`config.mk`:
```
export PLATFORM = sky130hd
export DESIGN_NAME = phase_sequencer_flat
export DESIGN_NICKNAME = d
export VERILOG_FILES = /design/src/rtl/phase_sequencer_pkg.sv /design/src/rtl/phase_sequencer_if.sv /design/src/rtl/phase_dwell_timer.sv /design/src/rtl/phase_sequencer.sv /design/src/flat_wrapper.sv
export SDC_FILE = /design/constraint.sdc
export NUM_CORES = 1
export LEC_CHECK = 0
export BUFFER_PORTS_ARGS = -buffer_cell sky130_fd_sc_hd__clkbuf_2
export CORE_UTILIZATION = 48
export DETAILED_ROUTE_END_ITERATION = 10
export HOLD_SLACK_MARGIN = 0.1
export PLACE_DENSITY = 0.75
export SETUP_SLACK_MARGIN = 0.2
export SLEW_MARGIN = 20
export SYNTH_ARGS = -nofsm -noshare
export SYNTH_HDL_FRONTEND = slang
export SYNTH_SLANG_ARGS = --single-unit
```
`constraint.sdc`:
```
create_clock -name clk -period 2.3 [get_ports clk]
set_clock_uncertainty 0.15 [all_clocks]
set_input_delay 0.115 -clock clk [delete_from_list [all_inputs] [get_ports clk]]
set_output_delay 0.115 -clock clk [all_outputs]
set_load 0.02 [all_outputs]
```
`src/rtl/phase_sequencer_pkg.sv`:
```
// Shared types for the phase sequencer: run/halt state encoding.
package phase_seq_pkg;
    typedef enum logic {RUN = 1'b0, HALT = 1'b1} seq_state_t;
endpackage

```
`src/rtl/phase_sequencer_if.sv`:
```
// Control/status bundle between a sequencer and the logic driving it.
interface phase_sequencer_if #(
    parameter int PHASE_W = 2,
    parameter int DWELL_W = 8,
    parameter int CNT_W   = 16
);
    logic               pause;
    logic               restart;
    logic               one_shot;
    logic [DWELL_W-1:0] dwell;
    logic [PHASE_W-1:0] phase;
    logic               odd;
    logic               even;
    logic               terminal;
    logic               done;
    logic [CNT_W-1:0]   pass_cnt;

    modport master (
        output pause, restart, one_shot, dwell,
        input  phase, odd, even, terminal, done, pass_cnt
    );
    modport slave (
        input  pause, restart, one_shot, dwell,
        output phase, odd, even, terminal, done, pass_cnt
    );
endinterface

```
`src/rtl/phase_dwell_timer.sv`:
```
// Per-phase dwell counter; expire compares against the live dwell value.
module phase_dwell_timer #(
    parameter int DWELL_W = 8
) (
    input  logic               clk,
    input  logic               rst_n,
    input  logic               hold,
    input  logic               clear,
    input  logic [DWELL_W-1:0] dwell,
    output logic               expire
);
    logic [DWELL_W-1:0] cnt;

    assign expire = (cnt >= dwell);

    // Counter saturates at the dwell value; the owner clears it on advance.
    always_ff @(posedge clk or negedge rst_n) begin
        if (!rst_n)
            cnt <= '0;
        else if (clear)
            cnt <= '0;
        else if (!hold && !expire)
            cnt <= cnt + 1'b1;
    end
endmodule

```
`src/rtl/phase_sequencer.sv`:
```
// N-phase sequencer with dwell timing, pause/restart, pass counter and one-shot halt.
module phase_sequencer
    import phase_seq_pkg::*;
#(
    parameter int NUM_PHASES = 3,
    parameter int PHASE_W    = (NUM_PHASES > 1) ? $clog2(NUM_PHASES) : 1,
    parameter int DWELL_W    = 8,
    parameter int CNT_W      = 16
) (
    input  logic        clk,
    input  logic        rst_n,
    phase_sequencer_if.slave sb
);
    generate
        if (NUM_PHASES < 1) begin : g_bad_phases
            $error("phase_sequencer: NUM_PHASES must be >= 1");
        end
    endgenerate

    localparam logic [PHASE_W-1:0] LAST = PHASE_W'(NUM_PHASES - 1);

    seq_state_t         state;
    logic [PHASE_W-1:0] phase_q;
    logic [CNT_W-1:0]   pass_q;
    logic               expire;
    logic               run;
    logic               last;
    logic               adv;

    assign run  = (state == RUN);
    assign last = (phase_q == LAST);
    assign adv  = run & ~sb.restart & ~sb.pause & expire;

    phase_dwell_timer #(.DWELL_W(DWELL_W)) u_timer (
        .clk    (clk),
        .rst_n  (rst_n),
        .hold   (sb.pause | ~run),
        .clear  (sb.restart | adv),
        .dwell  (sb.dwell),
        .expire (expire)
    );

    // A restart out of a running last phase still counts as a completed pass.
    always_ff @(posedge clk or negedge rst_n) begin
        if (!rst_n) begin
            phase_q <= '0;
            pass_q  <= '0;
            state   <= RUN;
        end else if (sb.restart) begin
            phase_q <= '0;
            state   <= RUN;
            if (last && run)
                pass_q <= pass_q + 1'b1;
        end else if (adv) begin
            if (!last) begin
                phase_q <= phase_q + 1'b1;
            end else begin
                pass_q <= pass_q + 1'b1;
                if (sb.one_shot)
                    state <= HALT;
                else
                    phase_q <= '0;
            end
        end
    end

    assign sb.phase    = phase_q;
    assign sb.odd      = ~phase_q[0];
    assign sb.even     = phase_q[0];
    assign sb.terminal = last & run & (sb.restart | (~sb.pause & expire));
    assign sb.done     = (state == HALT);
    assign sb.pass_cnt = pass_q;
endmodule

```
`src/flat_wrapper.sv`:
```
// flat-port wrapper written by rule: the top's interface ports become plain ports
module phase_sequencer_flat import phase_seq_pkg::*;
#(
    parameter int NUM_PHASES = 3,
    parameter int PHASE_W    = (NUM_PHASES > 1) ? $clog2(NUM_PHASES) : 1,
    parameter int DWELL_W    = 8,
    parameter int CNT_W      = 16
)
  (clk, rst_n, sb_pause, sb_restart, sb_one_shot, sb_dwell, sb_phase, sb_odd, sb_even, sb_terminal, sb_done, sb_pass_cnt);
  phase_sequencer_if #(.PHASE_W(PHASE_W), .DWELL_W(DWELL_W), .CNT_W(CNT_W)) sb_i ();
  input  logic clk;
  input  logic rst_n;
  input wire logic [$bits(sb_i.pause)-1:0] sb_pause;
  input wire logic [$bits(sb_i.restart)-1:0] sb_restart;
  input wire logic [$bits(sb_i.one_shot)-1:0] sb_one_shot;
  input wire logic [$bits(sb_i.dwell)-1:0] sb_dwell;
  output wire logic [$bits(sb_i.phase)-1:0] sb_phase;
  output wire logic [$bits(sb_i.odd)-1:0] sb_odd;
  output wire logic [$bits(sb_i.even)-1:0] sb_even;
  output wire logic [$bits(sb_i.terminal)-1:0] sb_terminal;
  output wire logic [$bits(sb_i.done)-1:0] sb_done;
  output wire logic [$bits(sb_i.pass_cnt)-1:0] sb_pass_cnt;
  assign sb_i.pause = sb_pause;
  assign sb_i.restart = sb_restart;
  assign sb_i.one_shot = sb_one_shot;
  assign sb_i.dwell = sb_dwell;
  assign sb_phase = sb_i.phase;
  assign sb_odd = sb_i.odd;
  assign sb_even = sb_i.even;
  assign sb_terminal = sb_i.terminal;
  assign sb_done = sb_i.done;
  assign sb_pass_cnt = sb_i.pass_cnt;
  phase_sequencer #(.NUM_PHASES(NUM_PHASES), .PHASE_W(PHASE_W), .DWELL_W(DWELL_W), .CNT_W(CNT_W)) u_core (.clk(clk), .rst_n(rst_n), .sb(sb_i));
endmodule
```
Word-level counts from Yosys, hierarchy flattened
Index checks and enable logic that the tools add are counted.
{"block": "totals", "register_bits": 27, "inputBits": 13, "output_inout_bits": 22, "wordCells": 49}
{"block": "op_classes", "addsub": 3, "order_cmp": 1, "eq_ne": 3, "mux": 14, "bitwise": 13, "n_reduce_logical": 11}
{"cell": "2-to-1 mux 16 bit", "count": 4}
{"cell": "adder 16 x 1 -> 16 bit, second input constant", "count": 1}
{"cell": "2-to-1 mux 8 bit", "count": 2}
{"cell": "adder 8 x 1 -> 8 bit, second input constant", "count": 1}
{"cell": "greater-or-equal comparator 8 bit", "count": 1}
{"cell": "2-to-1 mux 2 bit", "count": 4}
{"cell": "nonzero test 2 bit", "count": 4}
{"cell": "bitwise AND 1 bit", "count": 6}
{"cell": "AND reduction 3 bit", "count": 2}
{"cell": "2-to-1 mux 1 bit", "count": 4}
{"cell": "inverter 1 bit", "count": 4}
{"cell": "!= test 3 bit, second input constant", "count": 1}
{"cell": "OR 1 bit", "count": 3}
{"cell": "adder 2 x 1 -> 2 bit, second input constant", "count": 1}
{"cell": "equality test 2 bit, second input constant", "count": 1}
{"cell": "logical AND 1 bit", "count": 2}
{"cell": "zero test 1 bit", "count": 2}
{"cell": "!= test 2 x 1 -> 1 bit, second input constant", "count": 1}
{"cell": "AND reduction 2 bit", "count": 1}

Longest topological paths before layout
Gate-level depths: netlist of the first run.
{"block": "depth", "ltp_word": 6, "depth_mapped": 8, "depth_no_buf": 7}

By module
Synthesis of the first run repeated with hierarchy kept, for this count alone.
{"block": "hier_totals", "cells_unflattened": 144, "hier_area_um2": 1530.2}
{"mod": "phase_sequencer", "instances": 1, "cells_per_inst": 79, "area_per_inst_um2": 910.9, "seq_area_each_um2": 475.5}
{"mod": "phase_dwell_timer", "instances": 1, "cells_per_inst": 65, "area_per_inst_um2": 619.3, "seq_area_each_um2": 200.2}

Worst setup path after synthesis of the first run
No wires, ideal clock.
{"block": "synth_path", "path_kind": "flip-flop to flip-flop", "startpoint": "register u_core.u_timer.cnt[0]", "endpoint": "register u_core.pass_q[1] (netlist: u_core.sb.pass_cnt[1])", "setup_ps": 125, "t_arrival_ps": 1993, "required_ps": 2025, "setup_slack_ps": 32, "path_stages_with_launch": 9, "n_path_buf": 1, "period_less_slack_ps": 2268, "path_cell_list": "dfrtp_1 -> inv_1 -> ha_1 -> nand2b_4 -> a2111o_1 -> a21bo_1 -> buf_6 -> and2_4 -> mux2_4"}
{"block": "synth_between", "elab_chain_cells": 4}
{"element": "start, declared", "line": "phase_dwell_timer.sv:12", "rtl": "logic [DWELL_W-1:0] cnt;"}
{"element": "start signal, assigned", "line": "phase_dwell_timer.sv:23", "rtl": "cnt <= cnt + 1'b1;"}
{"element": "greater-or-equal comparator 8 bit", "line": "phase_dwell_timer.sv:14", "rtl": "assign expire = (cnt >= dwell);"}
{"element": "bitwise AND 1 bit", "line": "phase_sequencer.sv:32", "rtl": "assign adv = run & ~sb.restart & ~sb.pause & expire;"}
{"element": "nonzero test 2 bit (no source line)"}
{"element": "AND reduction 3 bit (no source line)"}
{"element": "end signal, assigned", "line": "phase_sequencer.sv:53", "rtl": "pass_q <= pass_q + 1'b1;"}
{"element": "end signal, assigned", "line": "phase_sequencer.sv:58", "rtl": "pass_q <= pass_q + 1'b1;"}
{"element": "end, declared", "line": "phase_sequencer.sv:24", "rtl": "logic [CNT_W-1:0] pass_q;"}
Every way passes these cells.
A chain may end at the register's enable or synchronous reset.

Worst setup path after layout of the first run
{"block": "layout_path", "startpoint": "register u_core.u_timer.cnt[0]", "endpoint": "output sb_terminal"}
{"block": "layout_between", "elab_chain_cells": 4}
{"element": "greater-or-equal comparator 8 bit", "line": "phase_dwell_timer.sv:14"}
{"element": "bitwise AND 1 bit", "line": "phase_sequencer.sv:70", "rtl": "assign sb.terminal = last & run & (sb.restart | (~sb.pause & expire));"}
{"element": "OR 1 bit", "line": "phase_sequencer.sv:70"}
{"element": "bitwise AND 1 bit", "line": "phase_sequencer.sv:70"}
{"element": "end, declared", "line": "flat_wrapper.sv:20", "rtl": "output wire logic [$bits(sb_i.terminal)-1:0] sb_terminal;"}
Every way passes these cells.

==> summary.md, run 1 <==
| Metric | Value |
|---|---|
| Worst path max stage delay | 0.42 ns |
| Post-synth EDFFs | 0 |
| Clock Tree Buf Depth | 2 |
| Cell area after synthesis | ~1600 um^2 |
| Core Area | slightly above 3000 um^2 |
| CP startpoint | u_core.u_timer.cnt[0]$_DFFE_PN0P_ |
| CTS Buf Count | 3 |
| Die height | 59.2 um |
| First-pass GRT wire length | between 6 and 7 mm |
| Clk root buf | clkbuf_4 |
| Synth top area share | a little over two fifths |
| Routed len/inst | between 10 and 15 um |
| Syn nets | ~180 |
| Die X-Extent | between 50 and 60 um |
| Setup TNS | 0 ns |
| Synth top cells by count | dfrtp_1, inv_1, nor2_1, xor2_1 |
| Max VDD drop | roughly 0.37 mV |
| R2r worst-path depth | 10 |
| Vias in the first global route | 1391 |
| Synth-to-Final Area Change | 35.2% |
| Leak Pwr | around 1.1 nW |
| DRT Wirelength | around 3.7 mm |
| CTS tree | built |
| Tot Pwr | 1.08 mW |
| R2r setup slk | roughly 0.070 ns |
| Antenna-violating nets left | 0 |
| Max-slew violations | 0 |
| Via count | around 1400 |
| CP required | roughly 2 ns |
| Final layout net count | around 230 |
| Run status | finished, final reports clean |
| Tcrit/Tclk final | about 100% |
| Crit-path slowest cell | dfrtp_1 |
| Synth top area cells | dfrtp_1, ha_1, xor2_1 |
| Place WS | 0.137 ns |
| Detailed Routing Iterations Pass 1 | 4 |
| Critical R2R Launch | u_core.u_timer.cnt[0]$_DFFE_PN0P_ |
| Synthesis Warnings | 0 |
| Post-DP HPWL | around 2.4 mm |
| Worst Tran Pin Value | roughly 0.66 ns |
| Clock-pin slew on the worst setup and hold paths | ~0.16 ns |
| DRC Markers | 0 |
| Crit path max fanout | 2 |
| Gr ovfl total | 0 |
| Post-Synthesis Cells | 158 |
| Max-cap violations | 0 |
| Peak Freq | between 400 and 500 MHz |
| RSZ-0062 raised after global routing | yes |
| Die area | ~3500 um^2 |
| Worst rel slew slack | ~56% |
| # port buffers | 34 |
| H-Tree Depth | 1 |
| Iter 0 DRT Violations | 59 |
| Post-synthesis register bit count | 27 |
| Arrival time worst endpoint | 2.03 ns |
| Starting Density | between 50 and 60% |
| Post-synth top area cell | dfrtp_1 |
| Routability congestion estimate | a little under 0.9 |
| Post-synthesis sequential area ratio | 43.0% |
| Most common flop cell mapped by yosys | dfrtp_1 |
| Final setup vio count | 0 |
| Power per cell area | approximately 510 nW/um^2 |
| Count leader, synth | dfrtp_1 |
| Synth cell types | 38 |
| Worst-path cell chain | inv_2 -> ha_4 -> nand2b_4 -> a2111o_1 -> a21bo_1 -> and2_4 -> buf_8 |
| Final worst slack | 0.00552 ns |
| Largest net degree at the start of global routing | 28 |
| Synthesized area per cell | about 10 um^2 |
| WS Path Type | flop to output pin |
| CTS sink cnt | 27 |
| Final Critical Period | between 2 and 2.5 ns |
| Skew-Pair Late Insertion Delay | 0.35 ns |
| Share of cells above drive strength 1 | around 40% |
| Total GRT Usage | about 23% |
| Final hold slack | 0.159 ns |
| Finished Layout Cells | between 200 and 300 |
| Vias/cell | ~5.6 |
| Antenna cells | 0 |
| Worst hold path type | input pin to asynchronous set/reset pin |
| Reg-to-reg endpoint | u_core.sb.pass_cnt[3]$_DFFE_PN0P_ |
| Final-report hold violation count | 0 |
| Row count | 20 |
| CP Launch Type | flop |
| Placed cell count | between 200 and 250 |
| Crit end category | output pin |
| Synth async-reset ratio | 100% |
| I/O pins | 35 |
| Antenna violations before repair | 0 |
sequential cells by signal (all words and copies together) (netlist names):
register and count:
u_core.sb.done 1, u_core.sb.pass_cnt 16, u_core.u_timer.cnt 8, u_core.sb.phase 2
worst max path at each step:
| stage | end | slack, ns | cells after the start |
|---|---|---|---|
| 5_1_grt | sb_terminal | -0.05 | 7 |
| 4_1_cts | sb_terminal | -0.06 | 7 |
| 3_5_place_dp | u_core.sb.pass_cnt[1]$_DFFE_PN0P_ | 0.14 | 7 |
| 2_1_floorplan | u_core.sb.pass_cnt[1]$_DFFE_PN0P_ | 0.09 | 8 |
| 3_3_place_gp | u_core.sb.pass_cnt[1]$_DFFE_PN0P_ | 0.15 | 7 |
| 6_report | sb_terminal | 0.006 | 7 |
placed cells by master (no fill, tap or decap), drive strengths merged, types with 2 or more instances in the layout:
cell,n
nand2,10
clkbuf,36
nand4,9
nor4b,2
nand3,6
xnor2,6
and3,4
ha,10
nor4,5
dlygate4sd3,4
a21o,2
a31oi,2
buf,15
nor3,5
inv,15
nor2,13
xor2,13
and4,2
o21ai,7
dfrtp,27
kinds of logic (layout without fill, tap and decap cells):
logic type,count (synthesis),in the layout,synth area share [%]
fa+ha+maj,10,10,7.96
flops,27,27,43.0
mux,1,1,0.954
xor+xnor,19,19,10.6
compound gates,22,22,10.3
buf+inv,19,71,5.81
simple gates,60,60,21.5
layout make-up:
type                    instances  area (um^2)
multi-input cells             112          965
fillers                       254          952
flip-flops and latches         27          676
repair buffers                 52          344
inverters                      15         56.3
well taps                      44         55.1
clock buffers                   3         22.5
clock inverters                 1         7.51
critical path: cells and delay by family, from the launching register on:
kind                     cells  cell delay (ns)
AND/OR/NAND/NOR              2             0.30
adder cells (fa/ha/maj)      1             0.19
buffers and inverters        2             0.21
AO/OA/AOI/OAI                2             0.58
flip-flops                   1             0.42
per-layer routing:
layer / global-route usage [%] / share of wire (%) / vias up
met2: 41.9 / 53 / 40
met5: 0 / 0 / -
met4: 8.50 / 1.1 / 0
met3: 5.46 / 3.5 / 6
met1: 24.8 / 42 / 709
li1: - / - / 664
timing repair:
action                                  CTS  global route
pin swaps                                14             6
hold buffers                              4             0
hold endpoints to repair                 30             0
setup buffers                             7             1
endpoints found under the setup margin   15            28
gates resized for setup                  32            11
gates cloned                              2             0
power breakdown:
group	internal [mW]	switching (mW)
logic	0.138	0.168
registers	0.506	0.0506
clock network	0.0668	0.147
total	0.711	0.365
per-stage QoR:
step	utilization (%)	instance area [um^2]
after CTS	67.0	2060
after global routing	69.1	2130
final	69.1	2130
after detailed placement	58.3	1790
after floorplan	-	1570
after global placement	58.3	1790
Power figures use the tool's default switching activity.
==> run 2, diff against run 1 <==
--- a/config.mk
+++ b/config.mk
@@ -11,7 +11,9 @@
 export HOLD_SLACK_MARGIN = 0.1
 export PLACE_DENSITY = 0.75
 export SETUP_SLACK_MARGIN = 0.2
+export SKIP_CTS_REPAIR_TIMING = 1
 export SLEW_MARGIN = 20
 export SYNTH_ARGS = -nofsm -noshare
 export SYNTH_HDL_FRONTEND = slang
+export SYNTH_HIERARCHICAL = 1
 export SYNTH_SLANG_ARGS = --single-unit
==> run 2 against run 1 <==
Against the previous run: the run now ends with negative setup slack left; final cell count decreased by 2.8%; setup slack got worse by 0.36 ns; cell area is essentially flat; clock power decreased by 5%; sequential cell count unchanged; largest power group unchanged.
==> summary.md, run 2 <==
| Metric | Value |
|---|---|
| R2r worst-path depth | 6 |
| Antenna-violating nets left | 0 |
| Leak Pwr | around 1.1 nW |
| Detailed Routing Iterations Pass 1 | 4 |
| First-pass GRT wire length | 5.17 mm |
| Most common flop cell mapped by yosys | dfrtp_1 |
| Combinational share of power | 12.0% |
| Final worst slack | -0.350 ns |
| CP required | just over 2 ns |
| Worst hold path type | input pin to asynchronous set/reset pin |
| Max-cap violations | 0 |
| Clock Tree Buf Depth | 2 |
| Post-Synthesis Cells | around 140 |
| Stages on worst setup path | 8 |
| Net Sw Power | ~0.18 mW |
| Post-DP HPWL | 2.29 mm |
| Share of cells above drive strength 1 | approximately half |
| CTS tree | built |
| Synth top area share | between 40% and 50% |
| Critical R2R Launch | u_core/u_timer/cnt[5]$_DFFE_PN0P_ |
| I/O pins | 35 |
| Worst rel slew slack | a little over half |
| Synth-to-Final Area Change | 38.8% |
| Synth top area cells | dfrtp_1, ha_1, xnor2_1 |
| Run status | complete, but fails checks |
| CP Launch Type | flop |
| Vias in the first global route | 1204 |
| Routability congestion estimate | between 0.7 and 0.8 |
| Max reg flops | 16 |
| P_int | approximately 0.6 mW |
| Post-synth top area cell | dfrtp_1 |
| Post-synthesis sequential area ratio | between 40 and 50% |
| Die height | around 58 um |
| Final setup vio count | 27 |
| Crit end category | output pin |
| Most common cell after layout, fill and taps aside | clkbuf_2 |
| Skew-Pair Late Insertion Delay | 0.32 ns |
| CTS sink cnt | 27 |
| Cell area after synthesis | approximately 1500 um^2 |
| Antenna violations before repair | 0 |
| Routed len/inst | approximately 13 um |
| DRT Wirelength | between 3 and 4 mm |
| CTS Buf Count | 3 |
| Top delay family on crit path | compound AO/OA/AOI/OAI gates |
| Critical path buffer and inverter count | 2 |
| Final Critical Period | between 2 and 3 ns |
| Die X-Extent | 58.5 um |
| Antenna cells | 0 |
| Clock-pin slew on the worst setup and hold paths | roughly 0.14 ns |
| Part of the power in the clock network | a little over a quarter |
| Die area | ~3400 um^2 |
| Peak Freq | 377 MHz |
| Worst path max stage delay | between 0.4 and 0.5 ns |
| Clk root buf | clkbuf_4 |
| Post-synth EDFFs | 0 |
| Critical Path Most Common Cell | buf_6 |
| Placed Area | around 1900 um^2 |
| Power share of the sequential group | roughly three fifths |
| Synth async-reset ratio | 100% |
| Largest net degree at the start of global routing | 28 |
| Vias/cell | around 5.2 |
| Crit path max fanout | 3 |
| Synthesized area per cell | ~11 um^2 |
| DRC Markers | 0 |
| Setup TNS | -4.58 ns |
| Tot Pwr | 0.779 mW |
| Gr ovfl total | 0 |
| Reg-to-reg endpoint | u_core/u_timer/cnt[3]$_DFFE_PN0P_ |
| Tcrit/Tclk final | 115% |
| Worst-path cell chain | ha_1 -> and3_4 -> a221o_1 -> a31o_2 -> nor2b_4 -> o21a_4 -> buf_6 -> buf_6 |
| Max VDD drop | approximately 0.26 mV |
| CP startpoint | u_core/u_timer/cnt[5]$_DFFE_PN0P_ |
| Worst Tran Pin Value | 0.676 ns |
| Total GRT Usage | roughly a fifth |
| Switch share | between 20% and 30% |
| Final-report hold violation count | 0 |
| Synthesis Warnings | 6 |
| Row count | 20 |
| Starting Density | between 50% and 60% |
| Via count | 1295 |
| Post-synthesis register bit count | 27 |
| WS Path Type | flop to output pin |
| Core Area | ~3000 um^2 |
| Failing checks | negative setup slack |
| Crit-path slowest cell | dfrtp_1 |
| H-Tree Depth | 1 |
| Power per cell area | 367 nW/um^2 |
| Max-slew violations | 0 |
| Crit path to | sb_terminal |
| Count leader, synth | dfrtp_1 |
| Final layout net count | between 200 and 250 |
| Final Instance Area | 2120 um^2 |
| Synth top cells by count | dfrtp_1, xnor2_1, ha_1, inv_1, nand2_1 |
| RSZ-0062 raised after global routing | yes |
| Commonest non-fill, non-tap cells in the layout | clkbuf_2, dfrtp_1, buf_4 |
| Synth cell types | 41 |
| # port buffers | 34 |
| Final hold slack | between 0.15 and 0.2 ns |
| Syn nets | around 170 |
| R2r setup slk | -0.23 ns |
| Arrival time worst endpoint | 2.39 ns |
| Iter 0 DRT Violations | 36 |
-- run 2: worst reg2reg max path, delay by kind of cell (launching register included) --
kind | cells | cell delay [ns]
simple gates | 2 | 0.64
flops | 1 | 0.41
compound gates | 3 | 0.98
fa+ha+maj | 1 | 0.29
-- run 2: power groups by stage --
stage | combinational, mW | clock, mW | sequential, mW
2_1_floorplan | 0.0420 | 0 | 0.492
3_3_place_gp | 0.0801 | 0 | 0.491
3_5_place_dp | 0.0838 | 0 | 0.491
4_1_cts | 0.0841 | 0.212 | 0.482
5_1_grt | 0.105 | 0.236 | 0.483
6_report | 0.0935 | 0.203 | 0.482
-- run 2: routing by layer --
metal  global-route usage [%]  share of wire [%]  vias to the layer above
met2                     35.3                 52                       34
met1                     24.9                 44                      630
met4                     7.14               0.51                        0
met5                        0                  0                        -
met3                     2.86                3.8                        2
li1                         -                  -                      629
-- run 2: layout make-up --
class                      count  area, um^2
tap                           44        55.1
clock buffer                   4        26.3
inverter                      10        37.5
multi-input combinational    104         938
fill                         232         903
timing repair buffer          58         392
sequential                    27         676
-- run 2: worst min path at each step --
stage                                             end  slack (ns)  depth (start not counted)
floorplan                  u_core/sb.done$_DFFE_PN0P_       -0.33                          0
global placement    u_core/sb.pass_cnt[0]$_DFFE_PN0P_        0.02                          1
detailed placement  u_core/sb.pass_cnt[0]$_DFFE_PN0P_        0.03                          1
CTS                 u_core/sb.pass_cnt[0]$_DFFE_PN0P_       -0.33                          1
global route           u_core/sb.phase[1]$_DFFE_PN0P_        0.21                          5
finish              u_core/sb.pass_cnt[0]$_DFFE_PN0P_        0.19                          2
-- run 2: through the flow --
| step | util (%) | setup WS [ns] | cells |
|---|---|---|---|
| 6_report | 70.2 | -0.350 | 247 |
| 5_1_grt | 70.2 | -0.436 | 247 |
| 4_1_cts | 63.1 | -0.491 | 237 |
| 3_5_place_dp | 62.2 | -0.192 | 233 |
| 3_3_place_gp | 62.2 | -0.101 | 233 |
| 2_1_floorplan | - | -0.0451 | 144 |
-- run 2: cell families (layout without fill, tap and decap cells) --
group / after synthesis / in the layout / share of synthesized area (%)
and+or+nand+nor: 51 / 51 / 20.1
DFF: 27 / 27 / 44.2
AOI/OAI and AO/OA: 25 / 25 / 12.6
xor gates and xnor gates: 16 / 16 / 9.16
buffers and inverters: 13 / 72 / 4.42
adders and majority gates: 10 / 10 / 8.18
muxes: 2 / 2 / 1.39
==> run 3, diff against run 2 <==
--- a/config.mk
+++ b/config.mk
@@ -8,10 +8,12 @@
 export BUFFER_PORTS_ARGS = -buffer_cell sky130_fd_sc_hd__clkbuf_2
 export CORE_UTILIZATION = 48
 export DETAILED_ROUTE_END_ITERATION = 10
+export GPL_TIMING_DRIVEN = 1
 export HOLD_SLACK_MARGIN = 0.1
 export PLACE_DENSITY = 0.75
 export SETUP_SLACK_MARGIN = 0.2
 export SKIP_CTS_REPAIR_TIMING = 1
+export SKIP_LAST_GASP = 1
 export SLEW_MARGIN = 20
 export SYNTH_ARGS = -nofsm -noshare
 export SYNTH_HDL_FRONTEND = slang
==> run 3 against run 2 <==
Against the previous run: the flow still finishes with violations (negative setup slack); sequential cell count unchanged; first-iteration DRC count shrank 25%; power down 0.38%; count of clock-buffer cells in the layout did not move; critical path depth unchanged; combinational power is 4.0% lower; sequential power hardly changed; setup slack improved by 0.0032 ns; final cell count unchanged; non-clock buffer count is the same; sequential share of layout area rose by 0.69 points.
==> summary.md, run 3 (same netlist as run 2, synthesis figures left out) <==
| Metric | Value |
|---|---|
| Die X-Extent | 58.5 um |
| Core Util, Final | ~70% |
| Crit end category | output pin |
| Tcrit/Tclk final | 115% |
| Antenna cells | 0 |
| Commonest non-fill, non-tap cells in the layout | clkbuf_2, dfrtp_1, buf_4 |
| Fill cells | ~240 |
| I/O pins | 35 |
| Max VDD drop | 0.237 mV |
| Synth-to-Final Area Change | 35.9% |
| Detailed Routing Iterations Pass 1 | 5 |
| Failing checks | negative setup slack |
| Met2 usage | around a third |
| CTS Buf Count | 3 |
| Final layout net count | between 200 and 250 |
| Final setup vio count | 27 |
| Final-report hold violation count | 0 |
| Largest net degree at the start of global routing | 28 |
| Antenna violations before repair | 0 |
| FF+latch area | 676 um^2 |
| Place WS | -0.192 ns |
| Met1 Track Usage GR | around a quarter |
| Leak Pwr | between 1 and 1.5 nW |
| Arrival time worst endpoint | 2.38 ns |
| RSZ-0062 raised after global routing | yes |
| H-Tree Depth | 1 |
| CTS tree | built |
| R2r setup slk | -0.25 ns |
| DRC Markers | 0 |
| Most common cell after layout, fill and taps aside | clkbuf_2 |
| # port buffers | 34 |
| Max-cap violations | 0 |
| Row count | 20 |
| Setup TNS | -4.51 ns |
| Starting Density | roughly 51% |
| Max-slew violations | 0 |
| Die height | 58.5 um |
| Total GRT Usage | roughly a fifth |
| Most Crowded Layer GR | met2 |
| Worst Tran Pin Value | ~0.67 ns |
| Power per cell area | 373 nW/um^2 |
| Final worst slack | -0.347 ns |
| Vias in the first global route | about 1200 |
| DRT Wirelength | 3.21 mm |
| Crit path to | sb_terminal |
| Iter 0 DRT Violations | 27 |
| Die area | roughly 3400 um^2 |
| Vias/cell | 5.21 |
| Worst hold path type | input pin to asynchronous set/reset pin |
| Max reg flops | 16 |
| Skew-Pair Late Insertion Delay | 0.32 ns |
| CP startpoint | u_core/u_timer/cnt[6]$_DFFE_PN0P_ |
| CTS sink cnt | 27 |
| R2r worst-path depth | 6 |
| Worst rel slew slack | 55.0% |
| Run status | complete, but fails checks |
| Finished Layout Cells | roughly 250 |
| Via count | 1287 |
| Placed cell count | 233 |
| WS Path Type | flop to output pin |
| Final Critical Period | roughly 2.6 ns |
| Gr ovfl total | 0 |
| Routability congestion estimate | about 0.79 |
| Routed len/inst | roughly 13 um |
| CP Launch Type | flop |
| Antenna-violating nets left | 0 |
| Core Area | slightly above 3000 um^2 |
| Share of cells above drive strength 1 | a little under half |
| Tot Pwr | slightly below 0.8 mW |
| Crit path max fanout | 3 |
| CP required | ~2.0 ns |
| Clock-pin slew on the worst setup and hold paths | 0.15 ns |
| Peak Freq | ~380 MHz |
| Clock Tree Buf Depth | 2 |
| First-pass GRT wire length | roughly 5.2 mm |
| GR Util met3 | 2.86% |
| Multi-input gate area | about 900 um^2 |
| Clk root buf | clkbuf_4 |
| Reg-to-reg endpoint | u_core/u_timer/cnt[7]$_DFFE_PN0P_ |
| Critical R2R Launch | u_core/u_timer/cnt[6]$_DFFE_PN0P_ |
| Post-DP HPWL | between 2 and 2.5 mm |
[run 3: cell types whose count changed in the layout (fill, tap and decap cells not counted)]
cell      change
xnor2_1       +2
or3_4         -1
o2111a_1      +1
o21ai_0       +1
or3_2         +1
o2111a_2      -1
nand2_1       +1
nor4_4        -1
xnor2_2       -2
a21oi_1       +2
nand2_2       -1
o21ai_1       -1
a21oi_2       -2
nor4_1        +1
[run 3: per-stage QoR]
stage,hold slack (ns),cell area [um^2]
6_report,0.190,2080
5_1_grt,0.206,2080
4_1_cts,-0.333,1910
3_5_place_dp,0.0319,1880
3_3_place_gp,0.0213,1880
2_1_floorplan,-0.331,1570
[run 3: area by class of cell]
class,count,area share [%]
Tap cell,44,2.65
Timing Repair Buffer,58,18.8
Inverter,10,1.81
Multi-Input combinational cell,104,43.0
Clock buffer,4,1.26
Sequential cell,27,32.5
[run 3: critical path, cell delays in order, from the launching register on]
cell,delay [ns]
dfrtp_1,0.41
ha_1,0.30
and3_4,0.16
a221o_1,0.38
a31o_2,0.23
nor2b_4,0.13
o21a_4,0.21
buf_6,0.12
buf_6,0.12
[run 3: per-layer routing]
metal	share of wire (%)	vias up
li1	-	630
met1	44	615
met2	51	38
met3	4.5	4
met4	0.72	0
met5	0	-
[run 3: worst min-delay path by stage]
stage          startpoint                           endpoint  slack [ns]  depth (start not counted)
3_5_place_dp        rst_n  u_core/sb.pass_cnt[0]$_DFFE_PN0P_        0.03                          1
5_1_grt          sb_pause     u_core/sb.phase[1]$_DFFE_PN0P_        0.21                          5
4_1_cts             rst_n  u_core/sb.pass_cnt[0]$_DFFE_PN0P_       -0.33                          1
2_1_floorplan       rst_n         u_core/sb.done$_DFFE_PN0P_       -0.33                          0
3_3_place_gp        rst_n  u_core/sb.pass_cnt[0]$_DFFE_PN0P_        0.02                          1
6_report            rst_n  u_core/sb.pass_cnt[0]$_DFFE_PN0P_        0.19                          2
[run 3: where the power goes]
| part | internal, mW | leakage (nW) | switching [mW] |
|---|---|---|---|
| clock | 0.0678 | 0.0150 | 0.136 |
| sequential | 0.479 | 0.376 | 0.00319 |
| combinational | 0.0455 | 0.711 | 0.0443 |
